<file path="config.mk">
export PLATFORM = sky130hd
export DESIGN_NAME = proc_sequencer_flat
export DESIGN_NICKNAME = d
export VERILOG_FILES = /design/src/rtl/proc_pkg.sv /design/src/rtl/proc_sequencer_if.sv /design/src/rtl/seq_watchdog.sv /design/src/rtl/proc_sequencer.sv /design/src/flat_wrapper.sv
export SDC_FILE = /design/constraint.sdc
export NUM_CORES = 1
export LEC_CHECK = 0
export BUFFER_PORTS_ARGS = -buffer_cell sky130_fd_sc_hd__buf_4
export CORE_ASPECT_RATIO = 0.7
export CORE_MARGIN = 5
export CORE_UTILIZATION = 50
export DETAILED_ROUTE_END_ITERATION = 6
export PLACE_DENSITY = 0.77
export SYNTH_ARGS = -nofsm -noshare
export SYNTH_HDL_FRONTEND = slang
export SYNTH_HIERARCHICAL = 1
export SYNTH_SLANG_ARGS = --single-unit
</file>
<file path="constraint.sdc">
create_clock -name clk -period 5.25 [get_ports clk]
set_input_delay 0.525 -clock clk [delete_from_list [all_inputs] [get_ports clk]]
set_output_delay 0.525 -clock clk [all_outputs]
set_load 0.005 [all_outputs]
</file>
<file path="src/rtl/proc_pkg.sv">
// Shared opcode/state encodings and defaults for the program sequencer.
package proc_pkg;

    typedef enum logic [2:0] {
        OP_MV  = 3'b000,
        OP_MVI = 3'b001,
        OP_ADD = 3'b010,
        OP_SUB = 3'b011,
        OP_OR  = 3'b100,
        OP_SLT = 3'b101,
        OP_SLL = 3'b110,
        OP_SRL = 3'b111
    } opcode_t;

    typedef enum logic [2:0] {
        S_IDLE      = 3'd0,
        S_FETCH     = 3'd1,
        S_LATCH     = 3'd2,
        S_FETCH_IMM = 3'd3,
        S_LATCH_IMM = 3'd4,
        S_EXEC      = 3'd5,
        S_HALT      = 3'd6,
        S_ERROR     = 3'd7
    } state_t;

    localparam int TIMEOUT_DEFAULT = 15;

    function automatic opcode_t opcode_of(input logic [15:0] word);
        return opcode_t'(word[15:13]);
    endfunction

endpackage

</file>
<file path="src/rtl/proc_sequencer_if.sv">
// Control, program-memory and processor handshake bundle of the sequencer.
interface proc_sequencer_if #(
    parameter int AW = 8
);
    logic          start;
    logic          stop;
    logic [AW-1:0] start_addr;
    logic [AW-1:0] end_addr;
    logic [AW-1:0] mem_addr;
    logic [15:0]   mem_data;
    logic [15:0]   din;
    logic          run;
    logic          done;
    logic          busy;
    logic          halted;
    logic          error;
    logic [15:0]   instr_count;

    modport master (
        input  start, stop, start_addr, end_addr, mem_data, done,
        output mem_addr, din, run, busy, halted, error, instr_count
    );

    modport slave (
        output start, stop, start_addr, end_addr, mem_data, done,
        input  mem_addr, din, run, busy, halted, error, instr_count
    );
endinterface

</file>
<file path="src/rtl/seq_watchdog.sv">
// EXEC watchdog: down-counter loaded on clear, terminal count when it hits zero.
module seq_watchdog #(
    parameter int TIMEOUT = 15
) (
    input  logic clk,
    input  logic rst_n,
    input  logic clear,
    input  logic enable,
    output logic tc
);
    localparam int CW = $clog2(TIMEOUT + 1);

    logic [CW-1:0] count_q;

    // Loaded with TIMEOUT-1 so tc is high during the TIMEOUT-th enabled cycle.
    always_ff @(posedge clk or negedge rst_n) begin
        if (!rst_n) begin
            count_q <= '0;
        end else if (clear) begin
            count_q <= CW'(TIMEOUT - 1);
        end else if (enable && count_q != '0) begin
            count_q <= count_q - 1'b1;
        end
    end

    assign tc = (count_q == '0);

endmodule

</file>
<file path="src/rtl/proc_sequencer.sv">
// Fetches instructions (and mvi immediates) from program memory and hands
// each to the processor, waiting for Done under a watchdog.
//   state      | meaning
//   IDLE       | waiting for start, or stopped by request
//   FETCH      | mem_addr = pc (instruction word)
//   LATCH      | capture instruction, pc++
//   FETCH_IMM  | mem_addr = pc (mvi immediate)
//   LATCH_IMM  | capture immediate, pc++
//   EXEC       | run = 1 until done or watchdog expiry
//   HALT       | pc reached end_addr
//   ERROR      | watchdog expired
module proc_sequencer
    import proc_pkg::*;
#(
    parameter int AW      = 8,
    parameter int TIMEOUT = TIMEOUT_DEFAULT
) (
    input logic              clk,
    input logic              rst_n,
    proc_sequencer_if.master bus
);
    state_t        state_q, state_d;
    logic [AW-1:0] pc_q;
    logic [15:0]   ir_q;
    logic [15:0]   imm_q;
    logic [15:0]   instr_count_q;
    logic          exec_first_q;
    logic          wd_tc;
    logic          is_mvi;
    logic [AW-1:0] mem_addr;
    logic [15:0]   din;
    logic          run;

    assign is_mvi = (opcode_of(ir_q) == OP_MVI);

    seq_watchdog #(.TIMEOUT(TIMEOUT)) u_watchdog (
        .clk    (clk),
        .rst_n  (rst_n),
        .clear  (state_q != S_EXEC),
        .enable (state_q == S_EXEC),
        .tc     (wd_tc)
    );

    always_ff @(posedge clk or negedge rst_n) begin
        if (!rst_n) state_q <= S_IDLE;
        else        state_q <= state_d;
    end

    always_comb begin
        state_d  = state_q;
        mem_addr = '0;
        din      = 16'h0000;
        run      = 1'b0;
        case (state_q)
            S_IDLE, S_HALT, S_ERROR: begin
                if (bus.start) state_d = (bus.start_addr == bus.end_addr) ? S_HALT : S_FETCH;
            end
            S_FETCH: begin
                mem_addr = pc_q;
                state_d  = S_LATCH;
            end
            S_LATCH: begin
                state_d = (opcode_of(bus.mem_data) == OP_MVI) ? S_FETCH_IMM : S_EXEC;
            end
            S_FETCH_IMM: begin
                mem_addr = pc_q;
                state_d  = S_LATCH_IMM;
            end
            S_LATCH_IMM: begin
                state_d = S_EXEC;
            end
            S_EXEC: begin
                run = 1'b1;
                din = (exec_first_q || !is_mvi) ? ir_q : imm_q;
                // Done wins over a simultaneous watchdog expiry.
                if (bus.done) begin
                    if (bus.stop)                 state_d = S_IDLE;
                    else if (pc_q == bus.end_addr) state_d = S_HALT;
                    else                          state_d = S_FETCH;
                end else if (wd_tc) begin
                    state_d = S_ERROR;
                end
            end
            default: state_d = S_IDLE;
        endcase
    end

    always_ff @(posedge clk or negedge rst_n) begin
        if (!rst_n) begin
            pc_q          <= '0;
            ir_q          <= 16'h0000;
            imm_q         <= 16'h0000;
            instr_count_q <= 16'h0000;
            exec_first_q  <= 1'b0;
        end else begin
            exec_first_q <= (state_q != S_EXEC);
            case (state_q)
                S_IDLE, S_HALT, S_ERROR: begin
                    if (bus.start) begin
                        pc_q          <= bus.start_addr;
                        instr_count_q <= 16'h0000;
                    end
                end
                S_LATCH: begin
                    ir_q <= bus.mem_data;
                    pc_q <= pc_q + 1'b1;
                end
                S_LATCH_IMM: begin
                    imm_q <= bus.mem_data;
                    pc_q  <= pc_q + 1'b1;
                end
                S_EXEC: begin
                    if (bus.done && instr_count_q != 16'hFFFF) instr_count_q <= instr_count_q + 1'b1;
                end
                default: ;
            endcase
        end
    end

    assign bus.mem_addr    = mem_addr;
    assign bus.din         = din;
    assign bus.run         = run;
    assign bus.busy        = !(state_q == S_IDLE || state_q == S_HALT || state_q == S_ERROR);
    assign bus.halted      = (state_q == S_HALT);
    assign bus.error       = (state_q == S_ERROR);
    assign bus.instr_count = instr_count_q;

endmodule

</file>
<file path="src/flat_wrapper.sv">
// flat-port wrapper written by rule: the top's interface ports become plain ports
module proc_sequencer_flat import proc_pkg::*;
#(
    parameter int AW      = 8,
    parameter int TIMEOUT = TIMEOUT_DEFAULT
)
  (clk, rst_n, bus_start, bus_stop, bus_start_addr, bus_end_addr, bus_mem_data, bus_done, bus_mem_addr, bus_din, bus_run, bus_busy, bus_halted, bus_error, bus_instr_count);
  proc_sequencer_if #(.AW(AW)) bus_i ();
  input logic clk;
  input logic rst_n;
  input wire logic [$bits(bus_i.start)-1:0] bus_start;
  input wire logic [$bits(bus_i.stop)-1:0] bus_stop;
  input wire logic [$bits(bus_i.start_addr)-1:0] bus_start_addr;
  input wire logic [$bits(bus_i.end_addr)-1:0] bus_end_addr;
  input wire logic [$bits(bus_i.mem_data)-1:0] bus_mem_data;
  input wire logic [$bits(bus_i.done)-1:0] bus_done;
  output wire logic [$bits(bus_i.mem_addr)-1:0] bus_mem_addr;
  output wire logic [$bits(bus_i.din)-1:0] bus_din;
  output wire logic [$bits(bus_i.run)-1:0] bus_run;
  output wire logic [$bits(bus_i.busy)-1:0] bus_busy;
  output wire logic [$bits(bus_i.halted)-1:0] bus_halted;
  output wire logic [$bits(bus_i.error)-1:0] bus_error;
  output wire logic [$bits(bus_i.instr_count)-1:0] bus_instr_count;
  assign bus_i.start = bus_start;
  assign bus_i.stop = bus_stop;
  assign bus_i.start_addr = bus_start_addr;
  assign bus_i.end_addr = bus_end_addr;
  assign bus_i.mem_data = bus_mem_data;
  assign bus_i.done = bus_done;
  assign bus_mem_addr = bus_i.mem_addr;
  assign bus_din = bus_i.din;
  assign bus_run = bus_i.run;
  assign bus_busy = bus_i.busy;
  assign bus_halted = bus_i.halted;
  assign bus_error = bus_i.error;
  assign bus_instr_count = bus_i.instr_count;
  proc_sequencer #(.AW(AW), .TIMEOUT(TIMEOUT)) u_core (.clk(clk), .rst_n(rst_n), .bus(bus_i));
endmodule
</file>
==> results.md <==
* Status: finished, final reports clean
* Cell variety after synth at 55
* Dpl cells at 538
* GP Congestion at approximately 0.85
* R2R Setup Slk at between 2 and 3 ns
* P per Cell Area at slightly above 500 nW/µm²
* Final Non-Filler Cells at 554
* Internal power at 1.38 mW
* Switching power at 0.878 mW
* Max Slew Vio Count at 0
* Reg2reg start: u_core/state_q[2]
* Critical path class: register to output port
* Setup violators final at 0
* Post-Synthesis Cells at 382
* Met2 Use GR at between 30% and 40%
* Asr flop ratio synth at 100%
* # rows at 26
* Synth Cell Area at 3660 µm²
* Period utilization at 55.0%
* Ys Warns at 6
* Nets@finish at 491
* Crit start category: register
* RSZ-0062 raised after global routing: false
* Port buffer count at 80
* Horiz. Die Dim at 112 µm
* Seq/Total Area, Yosys at 43.8%
* First-pass GRT wire length at 15300 µm
* Leakage power at 1.96 nW
* Slew HR at roughly 30%
* Setup TNS at 0 ns
* Antenna fix cells at 0
* Post-CTS setup buffers at 0
* Post-layout util at 61.9%
* Clk_skew at 0.00347 ns
* HPWL after DPL at 6380 µm
* Global route overflow at 0
* Number of buffers created by CTS at 9
* CTS tree: done
* Synth Area per Inst at 9.58 µm²
* DRC errors left at 0
* H-tree levels at 3
* Final Hold Viols at 0
* Synth Register Bits at 64
* Latest clock arrival within the worst-skew pair at about 0.34 ns
* Drt pass-1 iters at 4
* Hold-fix buffers, CTS at 0
* Least-Margin Pin Slew at 1.05 ns
* Initial cell density of the core at 50.7%
* Antenna violations before repair at 0
* # clock sinks at 64
* Launch point of the worst path: u_core/state_q[2]
* Clock transition at path regs at 0.07 ns
* Seq pwr share at 38.4%
* Drt via density at 5.68
* GR peak layer: met2
* CP endpoint kind: output port
* WHS at between 0.2 and 0.3 ns
* Worst-case clock buffer depth at 2
* WP data arrival at 2.36 ns
* Final WS setup at 2.36 ns
* MaxCap Viol Count at 0
* Clk root buf: clkbuf_8
* Met1 Resource Use GR at 28.3%
* Initial DRC count at slightly above 200
* Met3 Resource Use GR at slightly above 5%
* CTS resizes at 0
* Post-synth EDFFs at 0
* Vias at 3146
* Reg2reg end: u_core/bus.instr_count[12]
* Setup WS pre-CTS at 2.58 ns
* Floorplan core area at ~7200 µm²
* FMAX at 0.346 GHz
* Area Growth Syn to Fin at 22.1%
* Switching share of total power at 38.8%
* Clock share of power at 17.3%
* Min Tclk post-route at 2.89 ns
* Logic pwr share at ~44%
* Vias in the first global route at 3123
* Worst Path Max Fanout at 26
* Peak supply drop at 0.228 mV
* Routed Antenna Nets at 0
* Req. time, crit path at 4.72 ns
* Die Y at 81.6 µm
* Post-synthesis net count at 422
* Ratio of cells with drive above 1 in the final layout at slightly above 30%
* Gr usage total at 20.8%
* I/O Pins at 81
* WL final at between 9000 and 10000 µm
* Hold WC Path Type: primary input to async pin
* Register-to-Register Path Depth at 4
* Wire per inst at 16.3 µm
* Die footprint at 9160 µm²
* Top_reg_cell synth: dfrtp_1
* Largest net degree at the start of global routing at 65
==> state kept, by name (all words and copies together) (netlist names) <==
register	count
u_core/pc_q	8
u_core/exec_first_q	1
u_core/bus.instr_count	16
u_core/state_q	3
u_core/ir_q	16
u_core/imm_q	16
u_core/u_watchdog/count_q	4
==> logic make-up after synthesis <==
family                   after synthesis  share of synthesized area [%]
AND/OR/NAND/NOR                      150                           21.1
flip-flops                            64                           43.8
multiplexers                          39                           11.8
AO/OA/AOI/OAI                         79                           14.3
adder cells (fa/ha/maj)                3                           1.03
buffers and inverters                 28                           3.49
XOR/XNOR                              19                           4.55
==> worst max path at each step <==
stage	to	slack, ns	cells after the start
finish	bus_din[13]	2.36	5
global route	bus_din[13]	2.13	5
CTS	bus_din[13]	2.36	5
detailed placement	u_core/bus.instr_count[12]	2.58	4
global placement	u_core/bus.instr_count[13]	2.77	5
floorplan	bus_din[10]	3.27	6
==> cell type report <==
class / instances / area (µm²)
clock buffers: 14 / 173
multi-input cells: 290 / 1930
fillers: 644 / 2760
flip-flops and latches: 64 / 1600
well taps: 98 / 123
clock inverters: 2 / 12.5
repair buffers: 81 / 608
inverters: 5 / 18.8
==> cell usage after synthesis (3+ instances only) <==
master / instances / area share, %
xnor2_1: 18 / 4.3
a311oi_1: 3 / 0.72
and2_1: 12 / 2.1
and4_1: 4 / 0.96
nand2b_1: 6 / 1.0
clkbuf_1: 11 / 1.1
a31oi_1: 5 / 0.85
inv_1: 4 / 0.41
a211oi_1: 3 / 0.62
o22ai_1: 3 / 0.51
nor2b_1: 5 / 0.85
nand3_1: 12 / 1.6
buf_2: 9 / 1.2
and3_1: 6 / 1.0
dfrtp_1: 64 / 44
a2bb2oi_1: 3 / 0.72
nor2_1: 23 / 2.4
o21ai_0: 12 / 1.6
a21oi_1: 30 / 4.1
ha_1: 3 / 1.0
mux2_2: 33 / 10
nand2_1: 54 / 5.5
mux2i_1: 6 / 1.6
nor3_1: 6 / 0.82
o31a_1: 3 / 0.72
nand4_1: 8 / 1.4
==> cells in the final DEF (no fill, tap or decap), drive strengths merged, types with 2 or more instances in the layout <==
| cell type | Yosys | routed |
|---|---|---|
| a211o | 2 | 2 |
| a211oi | 3 | 3 |
| a21oi | 30 | 30 |
| a2bb2oi | 3 | 3 |
| a311oi | 3 | 3 |
| a31oi | 5 | 5 |
| a41oi | 2 | 2 |
| and2 | 12 | 12 |
| and3 | 8 | 8 |
| and4 | 4 | 4 |
| buf | 12 | 81 |
| clkbuf | 11 | 14 |
| dfrtp | 64 | 64 |
| ha | 3 | 3 |
| inv | 5 | 5 |
| mux2 | 33 | 33 |
| mux2i | 6 | 6 |
| nand2 | 54 | 54 |
| nand2b | 6 | 6 |
| nand3 | 12 | 12 |
| nand3b | 2 | 2 |
| nand4 | 8 | 8 |
| nor2 | 23 | 23 |
| nor2b | 5 | 5 |
| nor3 | 6 | 6 |
| nor3b | 3 | 3 |
| nor4 | 2 | 2 |
| o21ai | 12 | 12 |
| o22a | 2 | 2 |
| o22ai | 3 | 3 |
| o31a | 3 | 3 |
| o31ai | 2 | 2 |
| or3 | 2 | 2 |
| or4 | 2 | 2 |
| xnor2 | 18 | 18 |
==> power groups by stage <==
stage                     clock (mW)  sequential [mW]  combinational [mW]
final                          0.392            0.867                1.00
after CTS                      0.403            0.862                1.00
after global routing           0.427            0.897                1.12
after global placement             0            0.855               0.968
after detailed placement           0            0.866                1.00
after floorplan                    0            0.776               0.772
==> layer usage <==
metal | part of all wire, % | up-vias
met5 | 0 | -
met4 | 0.97 | 0
met3 | 5.6 | 9
met2 | 47 | 93
met1 | 46 | 1530
li1 | - | 1514
==> metrics by stage <==
| step | area (µm²) | total power, mW |
|---|---|---|
| 6_report | 4470 | 2.26 |
| 4_1_cts | 4470 | 2.27 |
| 5_1_grt | 4470 | 2.44 |
| 2_1_floorplan | 3660 | 1.55 |
| 3_3_place_gp | 4280 | 1.82 |
| 3_5_place_dp | 4280 | 1.87 |
==> worst max-delay path, stage by stage (launching register included) <==
cell and delay, ns:
dfrtp_1 0.71, nand3b_2 0.59, inv_2 0.35, nand2_1 0.08, a21oi_1 0.16, buf_4 0.14
Note: power is estimated with default switching activity, not from simulation.
